===== src/rtl/piano_pkg.sv =====
// piano_pkg: shared note frequencies, table size limit and FSM state encoding
package piano_pkg;
  localparam int MAX_NOTES = 16;
  localparam int unsigned FREQ_HZ [MAX_NOTES] = '{
    261, 293, 329, 349, 392, 440, 493, 523,
    587, 659, 698, 784, 880, 987, 1046, 1174
  };
  typedef enum logic [1:0] {ST_IDLE, ST_PLAY, ST_REL} state_e;
endpackage


===== src/rtl/tone_table.sv =====
// tone_table: combinational half-period ROM with octave shift and minimum-of-one clamp
module tone_table
  import piano_pkg::*;
#(
  parameter int unsigned CLK_HZ = 100_000_000
) (
  input  logic [3:0]  note_i,
  input  logic [1:0]  oct_i,
  output logic [31:0] half_o
);
  logic [31:0] rom [MAX_NOTES];
  logic [31:0] shifted;
  for (genvar i = 0; i < MAX_NOTES; i++) begin : g_rom
    assign rom[i] = 32'(CLK_HZ / FREQ_HZ[i] / 2);
  end
  always_comb begin
    shifted = rom[note_i] >> oct_i;
    half_o  = (shifted == '0) ? 32'd1 : shifted;
  end
endmodule


===== src/rtl/tone_gen.sv =====
// tone_gen: square-wave note generator with a release tail after key-up
module tone_gen
  import piano_pkg::*;
#(
  parameter int unsigned CLK_HZ      = 100_000_000,
  parameter int unsigned NUM_NOTES   = 16,
  parameter int          KEY_W       = 5,
  parameter int unsigned RELEASE_CYC = 10_000_000
) (
  input  logic             clk,
  input  logic             rst,
  input  logic             key_on,
  input  logic [KEY_W-1:0] key,
  input  logic [1:0]       octave,
  output logic             buzzer,
  output logic             active,
  output logic [KEY_W-1:0] note_q
);
  state_e      state_q;
  logic [1:0]  oct_q;
  logic [31:0] cnt_q, rel_q, half, cnt_d;
  logic        buz_q, act_q, buz_d, valid, same, wrap;
  tone_table #(.CLK_HZ(CLK_HZ)) u_table (
    .note_i(4'(note_q)),
    .oct_i (oct_q),
    .half_o(half)
  );
  always_comb begin
    valid = key_on && (32'(key) < NUM_NOTES);
    same  = {key, octave} == {note_q, oct_q};
    wrap  = cnt_q == half - 32'd1;
    cnt_d = wrap ? '0 : cnt_q + 32'd1;
    buz_d = wrap ? ~buz_q : buz_q;
  end
  // A changed note or octave always restarts phase from zero, from any state
  always_ff @(posedge clk or posedge rst)
    if (rst) begin
      state_q <= ST_IDLE;
      note_q  <= '0;
      oct_q   <= '0;
      cnt_q   <= '0;
      rel_q   <= '0;
      buz_q   <= 1'b0;
      act_q   <= 1'b0;
    end else if (valid && (state_q == ST_IDLE || !same)) begin
      state_q <= ST_PLAY;
      note_q  <= key;
      oct_q   <= octave;
      cnt_q   <= '0;
      buz_q   <= 1'b0;
      act_q   <= 1'b1;
    end else if (valid) begin
      state_q <= ST_PLAY;
      cnt_q   <= cnt_d;
      buz_q   <= buz_d;
    end else if (state_q == ST_PLAY && RELEASE_CYC != 0) begin
      state_q <= ST_REL;
      rel_q   <= RELEASE_CYC - 32'd1;
      cnt_q   <= cnt_d;
      buz_q   <= buz_d;
    end else if (state_q == ST_REL && rel_q != '0) begin
      rel_q   <= rel_q - 32'd1;
      cnt_q   <= cnt_d;
      buz_q   <= buz_d;
    end else begin
      state_q <= ST_IDLE;
      cnt_q   <= '0;
      buz_q   <= 1'b0;
      act_q   <= 1'b0;
    end
  assign buzzer = buz_q;
  assign active = act_q;
endmodule


===== config.mk =====
export PLATFORM = sky130hd
export DESIGN_NAME = tone_gen
export DESIGN_NICKNAME = d
export VERILOG_FILES = /design/src/rtl/piano_pkg.sv /design/src/rtl/tone_table.sv /design/src/rtl/tone_gen.sv
export SDC_FILE = /design/constraint.sdc
export NUM_CORES = 1
export LEC_CHECK = 0
export CAP_MARGIN = 15
export CORE_MARGIN = 10
export CORE_UTILIZATION = 45
export DETAILED_ROUTE_END_ITERATION = 12
export DONT_BUFFER_PORTS = 1
export GPL_TIMING_DRIVEN = 0
export PLACE_DENSITY = 0.6
export SLEW_MARGIN = 20
export SYNTH_ARGS = -nofsm -noshare
export SYNTH_HDL_FRONTEND = slang
export SYNTH_SLANG_ARGS = --single-unit

===== constraint.sdc =====
create_clock -name clk -period 13.9 [get_ports clk]
set_input_delay 1.39 -clock clk [delete_from_list [all_inputs] [get_ports clk]]
set_output_delay 1.39 -clock clk [all_outputs]
set_load 0.02 [all_outputs]

==> qor.yml <==
final_hold_viol_count: 0
worstSetupStartpoint: "note_q[0]$_DFFE_PP0P_"
ys_seq_area_share_pct: 32.31
ant_nets: 0
period_minus_slack_ps: 5758
rsz0062_at_grt: "no"
syn_inst: 658
synth_top_family_by_area: "simple AND/OR/NAND/NOR gates"
gp_congestion: 0.8824
crit_type: "reg -> reg"
reg2reg_slack_ps: 8140
slew_headroom_pct: 50.09
cts_buffers: 9
ir_worst_vdd_v: 0.00007431
routed_wl_um: 15110
htreeDepth: 3
area_growth_pct: 9.843
p_leak_uw: 0.002487
synth_warnings: 0
rr_worst_depth: 18
endpoint_kind: "flop"
final.fill_count: 1194
cp_cell_sequence: "buf_2, inv_1, ha_1, clkbuf_1, mux4_1, mux4_2, ha_1, xor2_1, nand2_1, o221ai_1, nor3b_1, a21oi_1, nor4_1, nand4b_1, or4b_4, o31ai_4, buf_6, nor2_2"
clock_latency_ps: 340
wl_per_cell_um: 17.84
cts_setup_buffers: 0
io_buffers: 0
min_from: "rel_q[26]$_DFFE_PP0P_"
die_area_um2: 17850
clockBufferDepth: 2
core-area_um2: 12620
path_common_cell: "ha_1"
fp.dieH_um: 133.6
vias: 4902
power-per-cell-area_nw_per_um2: 122.6
fmax_mhz: 173.7
ys_ff_latch: 75
ctsResizeCount: 0
track_usage_pct: 17.14
synth_compound_area_share_pct: 13.42
root_buffer: "clkbuf_16"
viasPerCell: 5.787
slowest_delay_ps: 650
first_iter_violations: 429
dp_hpwl_um: 11270
synthXorXnorAreaFrac_pct: 11.16
grt_pass1_vias: 4847
rows: 41
r2r_start: "note_q[0]$_DFFE_PP0P_"
fin_nets: 692
drc: 0
p_total_uw: 782.3
crit_required_ps: 14130
skew_ps: 8.221
hold_path_depth: 1
status: "finished clean"
worstHoldEndpoint: "rel_q[26]$_DFFE_PP0P_"
synthMuxAreaShare_pct: 8.917
gr-total-overflow: 0
n_antenna_cell: 0
synthesis.area_um2: 5809
worstPathArrival_ps: 5980
antenna_found_initial: 0
fin_tns_setup_ps: 0
avgSynthCellArea_um2: 8.829
cts_hold_buf: 0
crit_path_top_delay_cell: "dfrtp_1"
clock_sinks: 75
maxSlewViolCount: 0
die_x_um: 133.6
hold_class: "reg -> reg"
synth_edf_count: 0
synth_cell_type_count: 72
final_util_pct: 50.57
grt_pass1_wl_um: 25220
initial_core_util_pct: 46.03
synth_nets: 680
holdWs_ps: 481.3
ys.flop_type: "dfrtp_1"
cts_tree: "done"
start_kind: "flop"
synthSimpleGateAreaFrac_pct: 27.03
grt_max_degree: 40
r2r-end: "cnt_q[13]$_DFF_PP0_"
synth_fa_ha_area_share_pct: 2.585
setup_viol: 0
layout-drive-gt1-share_pct: 14.07
firstDrtPassIters: 6
synth_async_sr_flop_share_pct: 100.0
critical_path.max_fanout: 10
fin_crit_sh_pct: 41.42
worst_pin_slew_ps: 729.8
io_pins: 17
maxCapViolations: 0
path_clk_slew_ps: 70
-- synthesized netlist by cell type (13+ instances only) --
master | count | area [um^2]
a21oi_1 | 17 | 85.08
clkbuf_1 | 13 | 48.80
dfrtp_1 | 75 | 1877
inv_1 | 17 | 63.81
mux2i_1 | 24 | 240.2
nand2_1 | 62 | 232.7
nand2b_1 | 20 | 125.1
nand3_1 | 31 | 155.2
nor2_1 | 43 | 161.4
nor2_2 | 30 | 187.7
nor2b_1 | 15 | 93.84
nor3_1 | 21 | 105.1
o21ai_0 | 24 | 120.1
xnor2_1 | 35 | 306.5
xor2_1 | 39 | 341.6
-- layout make-up --
cell class              instances  area (um^2)  area share, %
clock buffers                   9        225.2          3.529
multi-input cells             530         3666          57.45
clock inverters                 7        108.9          1.706
well taps                     172        215.2          3.373
inverters                      19        76.32          1.196
repair buffers                  1        20.02         0.3137
flip-flops and latches         75         1877          29.41
plain buffers                  34        192.7          3.020
-- sequential cells by signal (all words and copies together), names as in the netlist --
| name | cells |
|---|---|
| state_q | 2 |
| rel_q | 32 |
| oct_q | 2 |
| active | 1 |
| buzzer | 1 |
| cnt_q | 32 |
| note_q | 5 |
-- layer usage --
layer	up-vias	global-route usage, %	routed length, um
li1	2371	-	-
met1	2354	22.60	6973
met2	146	26.87	6932
met3	31	2.970	727
met4	0	7.618	478
met5	-	0	0
-- power breakdown --
part	switching, uW	total (uW)	internal (uW)	leakage [uW]
Clock	99.9	261	161	0.000164
Sequential	13.8	240	226	0.000966
Combinational	171	282	111	0.00136
Total	285	782	498	0.00249
-- kinds of logic after synthesis --
kind of cell    count (synthesis)
flops                          75
fa+ha+maj                      12
mux                            40
simple gates                  295
xor+xnor                       74
compound gates                109
buf+inv                        53
-- cell usage in the layout (no fill, tap or decap), types with 10 or more instances in the layout --
cell      netlist  layout
and3_1         11      11
inv_1          17      16
clkbuf_1       13      13
xor2_1         39      39
dfrtp_1        75      75
a21oi_1        17      17
nand3_1        31      31
nand2b_1       20      20
o21ai_0        24      24
nor4_1         11      11
nor2b_1        15      15
nor2_2         30      30
buf_2          10      10
ha_1           12      12
nor2_1         43      43
nor3_1         21      21
mux2i_1        24      24
nand2_1        62      62
xnor2_1        35      35
-- critical path, delay by kind of cell (launching register included) --
| kind | cells | cell delay, ps |
|---|---|---|
| DFF | 1 | 650 |
| and+or+nand+nor | 6 | 1560 |
| buffers and inverters | 4 | 960 |
| muxes | 2 | 1060 |
| adders and majority gates | 2 | 620 |
| AOI/OAI and AO/OA | 3 | 580 |
| xor gates and xnor gates | 1 | 210 |
-- metrics by stage --
step | area [um^2] | worst slack, ps | cells
floorplan | 5809 | 9139 | 658
global placement | 6025 | 8264 | 830
detailed placement | 6047 | 8209 | 831
CTS | 6381 | 8173 | 847
global route | 6381 | 7847 | 847
finish | 6381 | 8142 | 847
-- worst max path at each step --
stage,to,slack [ps]
floorplan,cnt_q[24]$_DFF_PP0_,9140
global placement,cnt_q[24]$_DFF_PP0_,8260
detailed placement,cnt_q[13]$_DFF_PP0_,8210
CTS,cnt_q[13]$_DFF_PP0_,8170
global route,cnt_q[13]$_DFF_PP0_,7850
finish,cnt_q[13]$_DFF_PP0_,8140
(Power assumes the default switching activity.)
